`config.mk`:
```
export PLATFORM = sky130hd
export DESIGN_NAME = cond_flags_stage
export DESIGN_NICKNAME = d
export VERILOG_FILES = /design/src/rtl/cond_pkg.sv /design/src/rtl/cond_check.sv /design/src/rtl/cond_flags_stage.sv
export SDC_FILE = /design/constraint.sdc
export NUM_CORES = 1
export LEC_CHECK = 0
export BUFFER_PORTS_ARGS = -buffer_cell sky130_fd_sc_hd__buf_2
export CORE_MARGIN = 3
export CORE_UTILIZATION = 34
export DETAILED_ROUTE_END_ITERATION = 12
export GPL_ROUTABILITY_DRIVEN = 0
export SKIP_LAST_GASP = 1
export SYNTH_ARGS = -nofsm -noshare
export SYNTH_HDL_FRONTEND = slang
export SYNTH_SLANG_ARGS = --single-unit
```
`constraint.sdc`:
```
create_clock -name clk -period 3.1 [get_ports clk]
set_input_delay 0.155 -clock clk [delete_from_list [all_inputs] [get_ports clk]]
set_output_delay 0.155 -clock clk [all_outputs]
set_load 0.02 [all_outputs]
```
`src/rtl/cond_pkg.sv`:
```
// Shared condition-code, flag-index and skid-buffer state definitions for the
// execute-to-writeback stage and future branch logic.
package cond_pkg;

  typedef enum logic [3:0] {
    COND_EQ = 4'b0000,
    COND_NE = 4'b0001,
    COND_CS = 4'b0010,
    COND_CC = 4'b0011,
    COND_MI = 4'b0100,
    COND_PL = 4'b0101,
    COND_VS = 4'b0110,
    COND_VC = 4'b0111,
    COND_HI = 4'b1000,
    COND_LS = 4'b1001,
    COND_GE = 4'b1010,
    COND_LT = 4'b1011,
    COND_GT = 4'b1100,
    COND_LE = 4'b1101,
    COND_AL = 4'b1110,
    COND_NV = 4'b1111
  } cond_e;

  localparam int FLAG_Z = 3;
  localparam int FLAG_N = 2;
  localparam int FLAG_C = 1;
  localparam int FLAG_V = 0;

  typedef enum logic [1:0] {
    EMPTY = 2'd0,
    ONE   = 2'd1,
    TWO   = 2'd2
  } buf_state_e;

endpackage

```
`src/rtl/cond_check.sv`:
```
// Combinational ARM condition evaluator: pass = cond(flags), zero latency.
// No state, no handshake; the reserved code 1111 never passes.
module cond_check
  import cond_pkg::*;
(
  input  logic [3:0] cond,
  input  logic [3:0] flags,
  output logic       pass
);

  logic z, n, c, v;

  assign z = flags[FLAG_Z];
  assign n = flags[FLAG_N];
  assign c = flags[FLAG_C];
  assign v = flags[FLAG_V];

  always_comb begin
    pass = 1'b0;
    case (cond_e'(cond))
      COND_EQ: pass = z;
      COND_NE: pass = !z;
      COND_CS: pass = c;
      COND_CC: pass = !c;
      COND_MI: pass = n;
      COND_PL: pass = !n;
      COND_VS: pass = v;
      COND_VC: pass = !v;
      COND_HI: pass = c && !z;
      COND_LS: pass = !c || z;
      COND_GE: pass = (n == v);
      COND_LT: pass = (n != v);
      COND_GT: pass = !z && (n == v);
      COND_LE: pass = z || (n != v);
      COND_AL: pass = 1'b1;
      default: pass = 1'b0;
    endcase
  end

endmodule

```
`src/rtl/cond_flags_stage.sv`:
```
// Registers ALU output, holds NZCV, gates writeback on the condition; 1-cycle latency.
// Stalls via out_ready; COND_FLAGS_SKID_EN adds a 2-entry skid with registered in_ready.
module cond_flags_stage
  import cond_pkg::*;
#(
  parameter int N        = 32,
  parameter int REG_BITS = 4
) (
  input  logic                clk,
  input  logic                rst_n,
  input  logic                in_valid,
  output logic                in_ready,
  input  logic [N-1:0]        in_result,
  input  logic [3:0]          in_flags,
  input  logic [3:0]          in_cond,
  input  logic                in_set_flags,
  input  logic                in_wr_en,
  input  logic [REG_BITS-1:0] in_rd,
  output logic                out_valid,
  input  logic                out_ready,
  output logic [N-1:0]        out_result,
  output logic [REG_BITS-1:0] out_rd,
  output logic                out_wr_en,
  output logic                out_cond_pass,
  output logic [3:0]          flags_q
);

  buf_state_e state, state_nxt;
  logic       cond_pass;
  logic       accept;
  logic       drain;
  logic       load0_in;

  cond_check u_cond_check (
    .cond  (in_cond),
    .flags (flags_q),
    .pass  (cond_pass)
  );

  assign out_valid = (state != EMPTY);
  assign drain     = out_valid && out_ready;
  assign accept    = in_valid && in_ready;

`ifdef COND_FLAGS_SKID_EN
  logic                load0_s1;
  logic                load1_in;
  logic                in_ready_q;
  logic [N-1:0]        res1;
  logic [REG_BITS-1:0] rd1;
  logic                wr1;
  logic                pass1;

  assign in_ready = in_ready_q;
`else
  assign in_ready = !out_valid || out_ready;
`endif

  always_comb begin
    state_nxt = state;
    load0_in  = 1'b0;
`ifdef COND_FLAGS_SKID_EN
    load0_s1  = 1'b0;
    load1_in  = 1'b0;
`endif
    case (state)
      EMPTY: begin
        if (accept) begin
          state_nxt = ONE;
          load0_in  = 1'b1;
        end
      end
      ONE: begin
`ifdef COND_FLAGS_SKID_EN
        if (accept && drain) begin
          load0_in = 1'b1;
        end else if (accept) begin
          state_nxt = TWO;
          load1_in  = 1'b1;
        end else if (drain) begin
          state_nxt = EMPTY;
        end
`else
        if (accept) begin
          load0_in = 1'b1;
        end else if (drain) begin
          state_nxt = EMPTY;
        end
`endif
      end
      TWO: begin
`ifdef COND_FLAGS_SKID_EN
        if (drain) begin
          state_nxt = ONE;
          load0_s1  = 1'b1;
        end
`else
        state_nxt = EMPTY;
`endif
      end
      default: state_nxt = EMPTY;
    endcase
  end

  always_ff @(posedge clk) begin
    if (!rst_n) begin
      state <= EMPTY;
    end else begin
      state <= state_nxt;
    end
  end

  always_ff @(posedge clk) begin
    if (!rst_n) begin
      out_result    <= '0;
      out_rd        <= '0;
      out_wr_en     <= 1'b0;
      out_cond_pass <= 1'b0;
      flags_q       <= 4'b0000;
`ifdef COND_FLAGS_SKID_EN
      in_ready_q    <= 1'b1;
      res1          <= '0;
      rd1           <= '0;
      wr1           <= 1'b0;
      pass1         <= 1'b0;
`endif
    end else begin
      if (load0_in) begin
        out_result    <= in_result;
        out_rd        <= in_rd;
        out_wr_en     <= in_wr_en && cond_pass;
        out_cond_pass <= cond_pass;
      end
`ifdef COND_FLAGS_SKID_EN
      else if (load0_s1) begin
        out_result    <= res1;
        out_rd        <= rd1;
        out_wr_en     <= wr1;
        out_cond_pass <= pass1;
      end
      if (load1_in) begin
        res1  <= in_result;
        rd1   <= in_rd;
        wr1   <= in_wr_en && cond_pass;
        pass1 <= cond_pass;
      end
      in_ready_q <= (state_nxt != TWO);
`endif
      // Commit on the accepting edge so the next instruction sees new flags.
      if (accept && cond_pass && in_set_flags) begin
        flags_q <= in_flags;
      end
    end
  end

endmodule

```
After elaboration in Yosys (flattened, before gate mapping)
Index checks and enable logic that the tools add are counted.

Input bits: 50. Register bits: 44. Word-level logic and storage cells: 53.

Reductions and logical operators: 20. Muxes and demuxes: 7. Equal/unequal tests: 20.

Operators with widths (count): $eq 4x4->1 const B (7); $eq 4x3->1 const B (4); $pmux 1 s15 (1); $eq 4x2->1 const B (2); $logic_and 1x1->1 (7); $mux 2 (3); $ne 2x2->1 const B (3); $logic_not 1->1 (5); $eq 4x1->1 const B (1); $logic_not 4->1 (1); $pmux 2 s2 (1); $logic_or 1x1->1 (3); $reduce_and 3->1 (1); $eq 2x1->1 const B (1); $logic_not 2->1 (1); $mux 1 (2); $reduce_bool 2->1 (1); $reduce_or 2->1 (1); $eq 1x1->1 (1); $ne 1x1->1 (1).

Depth between registers and ports, before layout
Gate-level depths: netlist (run 1).

Depth after elaboration: 6. Depth in mapped cells: 7. Mapped depth without buffers: 5.

Hierarchy
A second synthesis (run 1) with hierarchy kept.

Cell total of the unflattened synthesis: 224. Area total of the unflattened synthesis: 1955.6 um^2.

By module, submodules not included: cond_flags_stage (cells an instance 196, instances 1, seq. area each 860.8 um^2, area an instance 1761.7 um^2); cond_check (cells an instance 28, instances 1, seq. area each 0.0 um^2, area an instance 193.9 um^2).

Worst setup path before layout (run 1)
OpenSTA, ideal clock, no wires.

Path type: reg2reg. Start: reg flags_q[2]. End: reg flags_q[0]. Path slack: 1469 ps. Cell stages (with the launch flop): 7. Data required time: 2983 ps. Arrival time: 1513 ps. Cell sequence: dfxtp_1 buf_4 xnor2_1 a2111oi_2 nand3_1 a41o_1 o2bb2ai_1.

Word-level cells in the longest chain between the ends: 5. Elaborated cells between the ends (all ways): 8. Classes of those cells: eq/ne (2); mux (1); reduce/logical (5).

RTL lines: start: declaration (line cond_flags_stage.sv:25) `output logic [3:0] flags_q`; start signal: assignment (line cond_flags_stage.sv:150) `flags_q <= in_flags;`; $ne 1x1->1 / $eq 1x1->1 (equally long branches); $logic_or 1x1->1 / $logic_and 1x1->1 (equally long branches) (line cond_check.sv:34, cond_check.sv:33); $pmux 1 s15 (*) (line cond_check.sv:20) `case (cond_e'(cond))`; $logic_and 1x1->1 (*) (2 in a row) (line cond_flags_stage.sv:149) `if (accept && cond_pass && in_set_flags) begin`.

Every way passes the cells marked *; elsewhere a longest branch is shown, timed or not. A chain may end at the register's enable or synchronous reset.

Worst setup path in the final report (run 1)
Same ends and word-level chain as after synthesis.

==> results of run 1 <==
==> through the flow <==
| stage | setup slack [ns] | hold WS [ns] | power (uW) | cells |
|---|---|---|---|---|
| final | 1.457 | 0.1023 | 1256 | 375 |
| after global routing | 1.285 | 0.09301 | 1326 | 375 |
| after CTS | 1.439 | 0.09276 | 1275 | 375 |
| after detailed placement | 1.457 | 0.4147 | 839.0 | 367 |
| after global placement | 1.485 | 0.4064 | 836.0 | 367 |
| after floorplan | 1.469 | 0.2876 | 753.3 | 218 |
==> critical path, delay by kind of cell, from the launching register on <==
kind | cells | cell delay, ns
AO/OA/AOI/OAI | 3 | 0.77
flip-flops | 1 | 0.50
XOR/XNOR | 1 | 0.14
AND/OR/NAND/NOR | 1 | 0.13
==> cells in the mapped netlist, drive strengths merged (3+ instances only) <==
cell | instances | area [um^2]
xnor2 | 3 | 26.28
o21ai | 3 | 15.01
clkbuf | 10 | 37.54
nand3 | 6 | 30.03
o2bb2ai | 5 | 43.79
buf | 6 | 38.79
dfxtp | 43 | 860.8
a21boi | 39 | 292.8
nand2 | 76 | 285.3
==> sequential cells by signal, summed over array words and instances (netlist names) <==
signal         count
out_rd             4
out_cond_pass      1
out_wr_en          1
flags_q            4
out_result        32
state              1
==> per-layer routing <==
metal  vias up  global-route usage, %  part of all wire [%]  wire (um)
li1        894                      -                     -          -
met1       732                  19.10                    44       2029
met2        72                  22.87                    43       1954
met3         6                  6.998                    12        535
met4         0                  4.054                   1.1         49
met5         -                      0                     0          0
==> final cells by class <==
| cell class | instances | area [um^2] | area share [%] |
|---|---|---|---|
| Multi-Input combinational cell | 157 | 909.6 | 37.00 |
| Sequential cell | 43 | 860.8 | 35.01 |
| Timing Repair Buffer | 95 | 480.5 | 19.54 |
| Tap cell | 70 | 87.58 | 3.562 |
| Clock buffer | 5 | 68.82 | 2.799 |
| Clock inverter | 3 | 43.79 | 1.781 |
| Inverter | 2 | 7.507 | 0.3053 |
==> final timing paths <==
| path | startpoint | endpoint | slack (ns) | cells after the start |
|---|---|---|---|---|
| setup / recovery | flags_q[2] | flags_q[0] | 1.46 | 5 |
| hold / removal | in_result[21] | out_result[21] | 0.10 | 3 |
| setup reg to reg | flags_q[2] | flags_q[0] | 1.46 | 5 |
| hold reg to reg | out_cond_pass | out_cond_pass | 0.46 | 2 |
==> logic make-up (layout without fill, tap and decap cells) <==
kind of cell    after synthesis  after routing  share of synthesized area (%)
buf+inv                      18            105                          4.528
compound gates               52             52                          21.82
xor+xnor                      5              5                          2.365
simple gates                 99             99                          24.26
mux                           1              1                         0.5406
flops                        43             43                          46.49
==> power groups by stage <==
| stage | clock (uW) | sequential [uW] | combinational (uW) |
|---|---|---|---|
| 6_report | 434 | 605 | 217 |
| 5_1_grt | 472 | 610 | 244 |
| 4_1_cts | 448 | 606 | 221 |
| 3_5_place_dp | 0 | 619 | 220 |
| 3_3_place_gp | 0 | 618 | 218 |
| 2_1_floorplan | 0 | 657 | 96.3 |
==> impl_metrics.toml, run 1 <==
[status]
status = "finished, final reports clean"

[die]
die_h_um = 79.80
initial_core_util_pct = 35.80
dieArea_um2 = 6368
die_w_um = 79.80
core_um2 = 5172
rows = 26
io_pins = 94

[critical_path]
crit_required_ns = 3.29
end_kind = "flop"
crit_chain = "xnor2_1 -> a2111oi_2 -> nand3_1 -> a41o_1 -> o2bb2ai_1"
cp_max_fo = 8
slowest_delay_ns = 0.50
critical_path_arrival_ns = 1.84
slowest_stage = "dfxtp_1"
critical_path_class = "flop to flop"
start_kind = "flop"

[routing]
drt-total-wl_um = 4568
avgRoutedWirePerCell_um = 12.18
ant_nets = 0
firstDrtPassIters = 4
drt-initial-drc-count = 65
vias = 1704
avgViaCountPerCell = 4.544
drcViolationCount = 0

[cts]
cts.sink_count = 43
hold_buffers = 0
htree_levels = 2
numCtsBuffers = 5
clockBufferDepth = 2
postCtsSetupRepairBufs = 0
path_clk_slew_ns = 0.09
cts_tree = "built"
clk_latency_ns = 0.29
cts_resized = 0
root_buffer = "clkbuf_8"

[cells_and_area]
antenna_cells = 0
drive_above_1_share_pct = 37.38
fin_area_um2 = 2459
num-nets-final = 354
final_common_cell = "buf_2"
area_growth_pct = 32.77
post-route-util_pct = 47.53
final_cell_mix = "buf_2, nand2_1, dfxtp_1, a21boi_0, nand3_1"
final.fill_count = 510

[global_routing]
overflow = 0
antenna_found_initial = 0
grt_start_max_net_pins = 47
first_global_vias = 1620
grt_usage_pct = 15.04
grt_pass1_wl_um = 7555

[timing]
fin_crit_sh_pct = 53.00
finalSetupTns_ns = 0
hold_viol = 0
period_minus_slack_ns = 1.643
finalClockSkew_ns = 0.009026
final_max_slew_viol_count = 0
max-slew-margin-rel_pct = 54.05
rsz0062_at_grt = "false"
max_clock_freq_mhz = 608.6
tightest_slew_ns = 0.6893
setup_viol = 0

[flow_run]
maxCapViolations = 0

[power]
pwr-share-seq_pct = 48.2
intPower_uw = 914.2
p_comb_share_pct = 17.3
switching_share_pct = 27.20
clockPowerShare_pct = 34.5
p_sw_uw = 341.6
vdd_drop_max_mv = 0.3592
leakagePower_uw = 0.001148
powerDensity_nw_per_um2 = 510.8

[synth]
ys_warn_count = 0
async_flop_share_pct = 0
synth.avg_cell_area_um2 = 8.494
ys_seq_area_share_pct = 46.49
synth_edf_count = 0
yosys_register_bits = 43
synth_cell_type_count = 31
syn_inst = 218
syn_area_um2 = 1852
synth_top_flop_cell = "dfxtp_1"
synth_fp_nets = 268

[placed_design]
dp_hpwl_um = 3150
dpl_cell_area_um2 = 2346
io_buffer_count = 93

[min_path]
hp-class = "input port to flop"
(Power assumes the default switching activity.)
==> run 2, diff against run 1 <==
--- a/config.mk
+++ b/config.mk
@@ -5,6 +5,7 @@
 export SDC_FILE = /design/constraint.sdc
 export NUM_CORES = 1
 export LEC_CHECK = 0
+export ABC_AREA = 1
 export BUFFER_PORTS_ARGS = -buffer_cell sky130_fd_sc_hd__buf_2
 export CORE_MARGIN = 3
 export CORE_UTILIZATION = 34
==> constraint.sdc (replaced) <==
create_clock -name clk -period 1.7 [get_ports clk]
set_input_delay 0.085 -clock clk [delete_from_list [all_inputs] [get_ports clk]]
set_output_delay 0.085 -clock clk [all_outputs]
set_load 0.02 [all_outputs]
==> run 2 against run 1 <==
Effect of this change: sequential share of layout area rose by 1.6 points; cell count rose by 9.1%; utilization rose by 0.96 points; first-iteration DRC count fell by 40%; combinational power rose by 110%; clock-buffer cell count rose by 1; largest power group unchanged; highest routed layer unchanged.
==> impl_metrics.toml, run 2 <==
[synth]
synth_cell_type_count = 18
async_flop_share_pct = 0
synth.avg_cell_area_um2 = 6.938
synthDominantCellAreaShare_pct = 49.04
syn_inst = 253
syn_area_um2 = 1755
ys_seq_area_share_pct = 49.04
synth_most_common_cell = "nor2_1"
ys_warn_count = 0
ys_top_cells_by_count = "nor2_1, dfxtp_1, nand2_1, o21ai_0, inv_1"
yosysTopAreaCell = "dfxtp_1"
synth_edf_count = 0
yosys_register_bits = 43
synth_fp_nets = 303
synth.area.top_cells = "dfxtp_1, nor2_1, o21ai_0"
synth_top_flop_cell = "dfxtp_1"

[critical_path]
slowest_delay_ns = 0.38
crit_buf_inv = 2
cp_common_cell = "nand2_1"
crit_required_ns = 1.89
cp_top_family = "simple AND/OR/NAND/NOR gates"
slowest_stage = "dfxtp_1"
end_kind = "flop"
cp_max_fo = 7
critical_path_class = "flop to flop"
critical_path_arrival_ns = 1.58
start_kind = "flop"
crit_chain = "inv_1 -> nand2_1 -> nand2_1 -> nand3_1 -> nand3_1 -> nor2_1 -> nand2_4 -> nand3_4 -> nand2_1 -> inv_1 -> nor2_1"

[routing]
vias = 1805
firstDrtPassIters = 4
avgViaCountPerCell = 4.413
drt-total-wl_um = 4411
drcViolationCount = 0
avgRoutedWirePerCell_um = 10.78
ant_nets = 0
drt-initial-drc-count = 39

[global_routing]
grt_usage_pct = 14.86
overflow = 0
grt_pass1_wl_um = 7169
antenna_found_initial = 0
first_global_vias = 1643
grt_start_max_net_pins = 42

[timing]
finalSetupTns_ns = 0
fin_crit_sh_pct = 82.00
finalClockSkew_ns = 0.001560
hold_viol = 0
tightest_slew_ns = 0.6124
max_clock_freq_mhz = 717.3
max-slew-margin-rel_pct = 59.18
rsz0062_at_grt = "false"
period_minus_slack_ns = 1.394
setup_viol = 0
worst_hold_slack_ns = 0.03647
final_max_slew_viol_count = 0

[cts]
clockBufferDepth = 2
clk_latency_ns = 0.28
cts.sink_count = 43
numCtsBuffers = 5
cts_tree = "built"
cts_resized = 0
path_clk_slew_ns = 0.07
postCtsSetupRepairBufs = 0
htree_levels = 2
root_buffer = "clkbuf_8"
hold_buffers = 0

[power]
powerDensity_nw_per_um2 = 921.9
vdd_drop_max_mv = 0.7447
leakagePower_uw = 0.001252

[cells_and_area]
area_growth_pct = 33.93
num-nets-final = 393
final_common_cell = "buf_2"
fin_area_um2 = 2351
final_cell_count_no_fill = 409
largest_reg_flops = 32
final_cell_mix = "buf_2, nor2_1, dfxtp_1, nand2_1, o21ai_0"
post-route-util_pct = 48.49
regMostFlops = "out_result"
biggestRegsByFlops = "out_result: 32 flops, flags_q: 4 flops, out_rd: 4 flops"
drive_above_1_share_pct = 30.99
antenna_cells = 0

[placed_design]
dp_hpwl_um = 3208
dpl_cell_area_um2 = 2278
place_inst = 403
io_buffer_count = 93

[die]
dieArea_um2 = 6061
initial_core_util_pct = 36.21
core_um2 = 4848
die_h_um = 77.86
rows = 25
io_pins = 94
die_w_um = 77.86

[flow_run]
maxCapViolations = 0

[status]
status = "finished, final reports clean"

[min_path]
hp-class = "input port to flop"
## run 2: kinds of logic after synthesis
family / Yosys count / share of synthesized area (%)
AO/OA/AOI/OAI: 41 / 11.69
buffers and inverters: 34 / 7.769
flip-flops: 43 / 49.04
AND/OR/NAND/NOR: 135 / 31.50
## run 2: metrics by stage
stage / power [uW] / worst slack [ns]
after floorplan: 1435 / 0.3010
after global placement: 1610 / 0.3753
after detailed placement: 1614 / 0.3294
after CTS: 2194 / 0.3172
after global routing: 2300 / 0.08601
final: 2167 / 0.3059
## run 2: layout make-up
type	instances	area, um^2
clock buffer	6	72.57
multi-input combinational	176	758.2
sequential	43	860.8
inverter	22	82.58
timing repair buffer	95	493.0
tap	67	83.83
fill	494	2497
## run 2: power breakdown
part | switching, uW | internal [uW]
combinational | 293 | 170
sequential | 38.2 | 1080
clock | 308 | 274
total | 639 | 1530
## run 2: final timing paths
check | end | startpoint | cells after the start | slack (ns)
worst max-delay path | flags_q[2] | flags_q[2] | 11 | 0.31
worst min-delay path | out_result[7] | in_result[7] | 3 | 0.04
worst max register to register | flags_q[2] | flags_q[2] | 11 | 0.31
worst min register to register | out_wr_en | out_wr_en | 2 | 0.46
## run 2: worst reg2reg max path, stage by stage (launching register included)
cell	delay, ns
dfxtp_1	0.38
inv_1	0.08
nand2_1	0.08
nand2_1	0.07
nand3_1	0.07
nand3_1	0.08
nor2_1	0.20
nand2_4	0.11
nand3_4	0.08
nand2_1	0.06
inv_1	0.05
nor2_1	0.03
## run 2: routing by layer
layer	track usage [%]	up-vias	share of wire [%]
met1	17.26	771	44
li1	-	966	-
met2	23.97	63	44
met5	0	-	0
met3	7.077	5	11
met4	4.804	0	1.2
==> run 3, diff against run 2 <==
==> constraint.sdc (replaced) <==
create_clock -name clk -period 1.4 [get_ports clk]
set_input_delay 0.07 -clock clk [delete_from_list [all_inputs] [get_ports clk]]
set_output_delay 0.07 -clock clk [all_outputs]
set_load 0.02 [all_outputs]
==> run 3 against run 2 <==
Effect of this change: clock power is 69% higher; design area increased by 4.5%; clock skew up 0.0050 ns; worst hold slack got worse by 0.024 ns; flip-flop and latch count is the same; combinational power is 26% higher; cell count rose by 2.0%; register-to-register slack got worse by 0.18 ns; utilization increased by 2.2 points; clock-buffer cell count is the same; critical path depth increased by 2; critical path type unchanged; largest power group unchanged.
==> impl_metrics.toml, run 3 (synthesized netlist as in run 2, its figures left out) <==
[routing]
drcViolationCount = 0
drt-total-wl_um = 4534
avgRoutedWirePerCell_um = 10.87
ant_nets = 0
drt-initial-drc-count = 83
firstDrtPassIters = 4
avgViaCountPerCell = 4.446
vias = 1854

[critical_path]
cp_max_fo = 7
rr_startpoint = "flags_q[0]"
endpoint = "flags_q[2]"
crit_buf_inv = 2
r2r-end = "flags_q[2]"
slowest_delay_ns = 0.35
cp_top_family = "simple AND/OR/NAND/NOR gates"
end_kind = "flop"
r2r.worst_path.cells = 13
critical_path_class = "flop to flop"
crit_chain = "inv_2 -> nand2_1 -> nand2_2 -> nand2_1 -> nand2_1 -> nand2_1 -> nand2_2 -> nor2_4 -> nand2_4 -> nand3_4 -> nand2_1 -> inv_1 -> nor2_1"
start_kind = "flop"
crit_cells = 13
slowest_stage = "dfxtp_2"
cp_common_cell = "nand2_1"
critical_path_arrival_ns = 1.46
r2r_setup_slack_ns = 0.12
crit_start = "flags_q[0]"
crit_required_ns = 1.59

[cells_and_area]
final_common_cell = "buf_2"
biggestRegsByFlops = "out_result: 32 flops, flags_q: 4 flops, out_rd: 4 flops"
final_cell_mix = "buf_2, nor2_1, dfxtp_1, nand2_1, o21ai_0"
antenna_cells = 0
num-nets-final = 399
area_growth_pct = 39.99
post-route-util_pct = 50.68
drive_above_1_share_pct = 34.86
fin_area_um2 = 2457
largest_reg_flops = 32
regMostFlops = "out_result"

[timing]
max-slew-margin-rel_pct = 86.35
max_clock_freq_mhz = 783.3
tightest_slew_ns = 0.2048
final_max_slew_viol_count = 0
worst_hold_slack_ns = 0.01296
period_minus_slack_ns = 1.277
fin_crit_sh_pct = 91.19
setup_viol = 0
hold_viol = 0
finalClockSkew_ns = 0.006539

[min_path]
hp-class = "input port to flop"
hp-start = "in_result[7]"

[die]
dieArea_um2 = 6061
core_um2 = 4848
initial_core_util_pct = 36.21
die_h_um = 77.86
die_w_um = 77.86
rows = 25
io_pins = 94

[global_routing]
overflow = 0
grt_start_max_net_pins = 25
antenna_found_initial = 0
grt_pass1_wl_um = 7534
grt_usage_pct = 15.37
first_global_vias = 1678

[cts]
root_buffer = "clkbuf_8"
clk_latency_ns = 0.29
htree_levels = 2
numCtsBuffers = 5
clockBufferDepth = 2
path_clk_slew_ns = 0.08
hold_buffers = 0
cts_tree = "built"
cts.sink_count = 43

[power]
powerDensity_nw_per_um2 = 1192
leakagePower_uw = 0.001309
vdd_drop_max_mv = 0.6512

[status]
status = "finished, final reports clean"

[placed_design]
dpl_cell_area_um2 = 2308
dp_hpwl_um = 3396
io_buffer_count = 93

[flow_run]
maxCapViolations = 0
-- run 3: changes by cell type in the layout (fill, tap and decap cells not counted), moves of 2 or more --
| cell | previous run | this run |
|---|---|---|
| buf_4 | 1 | 7 |
| dfxtp_1 | 43 | 40 |
| dfxtp_2 | 0 | 3 |
| nand2_1 | 36 | 34 |
| nand2_2 | 1 | 3 |
-- run 3: per-stage QoR --
step / std cells / power (uW) / TNS, ns / worst slack, ns
finish: 417 / 2930 / 0 / 0.1234
CTS: 415 / 2957 / 0 / 0.02113
global placement: 407 / 1965 / 0 / 0.08354
floorplan: 253 / 1743 / 0 / 0.0009869
detailed placement: 407 / 1971 / 0 / 0.03618
global route: 417 / 3104 / -0.05947 / -0.01660
-- run 3: worst min-delay path: stages --
cell     delay, ns
buf_2         0.08
o21ai_1       0.06
nor2_1        0.07
-- run 3: layer usage --
metal	GRT usage (%)	part of all wire [%]	routed length, um	vias to the layer above
li1	-	-	-	982
met1	18.96	45	2047	801
met2	24.83	44	1991	65
met3	5.916	9.8	445	6
met4	4.270	1.1	50	0
met5	0	0	0	-
-- run 3: repair_timing --
item | 4_1_cts | 5_1_grt
gates resized for setup | 0 | 8
setup endpoints to repair | 0 | 6
setup buffers | 0 | 2
-- run 3: worst min path at each step --
stage | to | slack [ns] | depth (start not counted)
global placement | out_result[8] | 0.31 | 3
global route | out_result[12] | 0.02 | 3
finish | out_result[7] | 0.01 | 3
detailed placement | out_result[7] | 0.32 | 3
floorplan | state[0] | 0.20 | 2
CTS | out_result[7] | 0.01 | 3
-- run 3: power by group --
group,switching [uW],leakage (uW),internal [uW]
combinational,361,0.000890,222
sequential,48.6,0.000358,1320
clock,404,0.0000612,577
-- run 3: final cells by class --
| class | count | area, um^2 |
|---|---|---|
| inverters | 22 | 82.58 |
| well taps | 67 | 83.83 |
| flip-flops and latches | 43 | 864.6 |
| multi-input cells | 176 | 770.7 |
| clock buffers | 6 | 82.58 |
| clock inverters | 2 | 35.03 |
| repair buffers | 101 | 538.0 |
| fillers | 517 | 2391 |
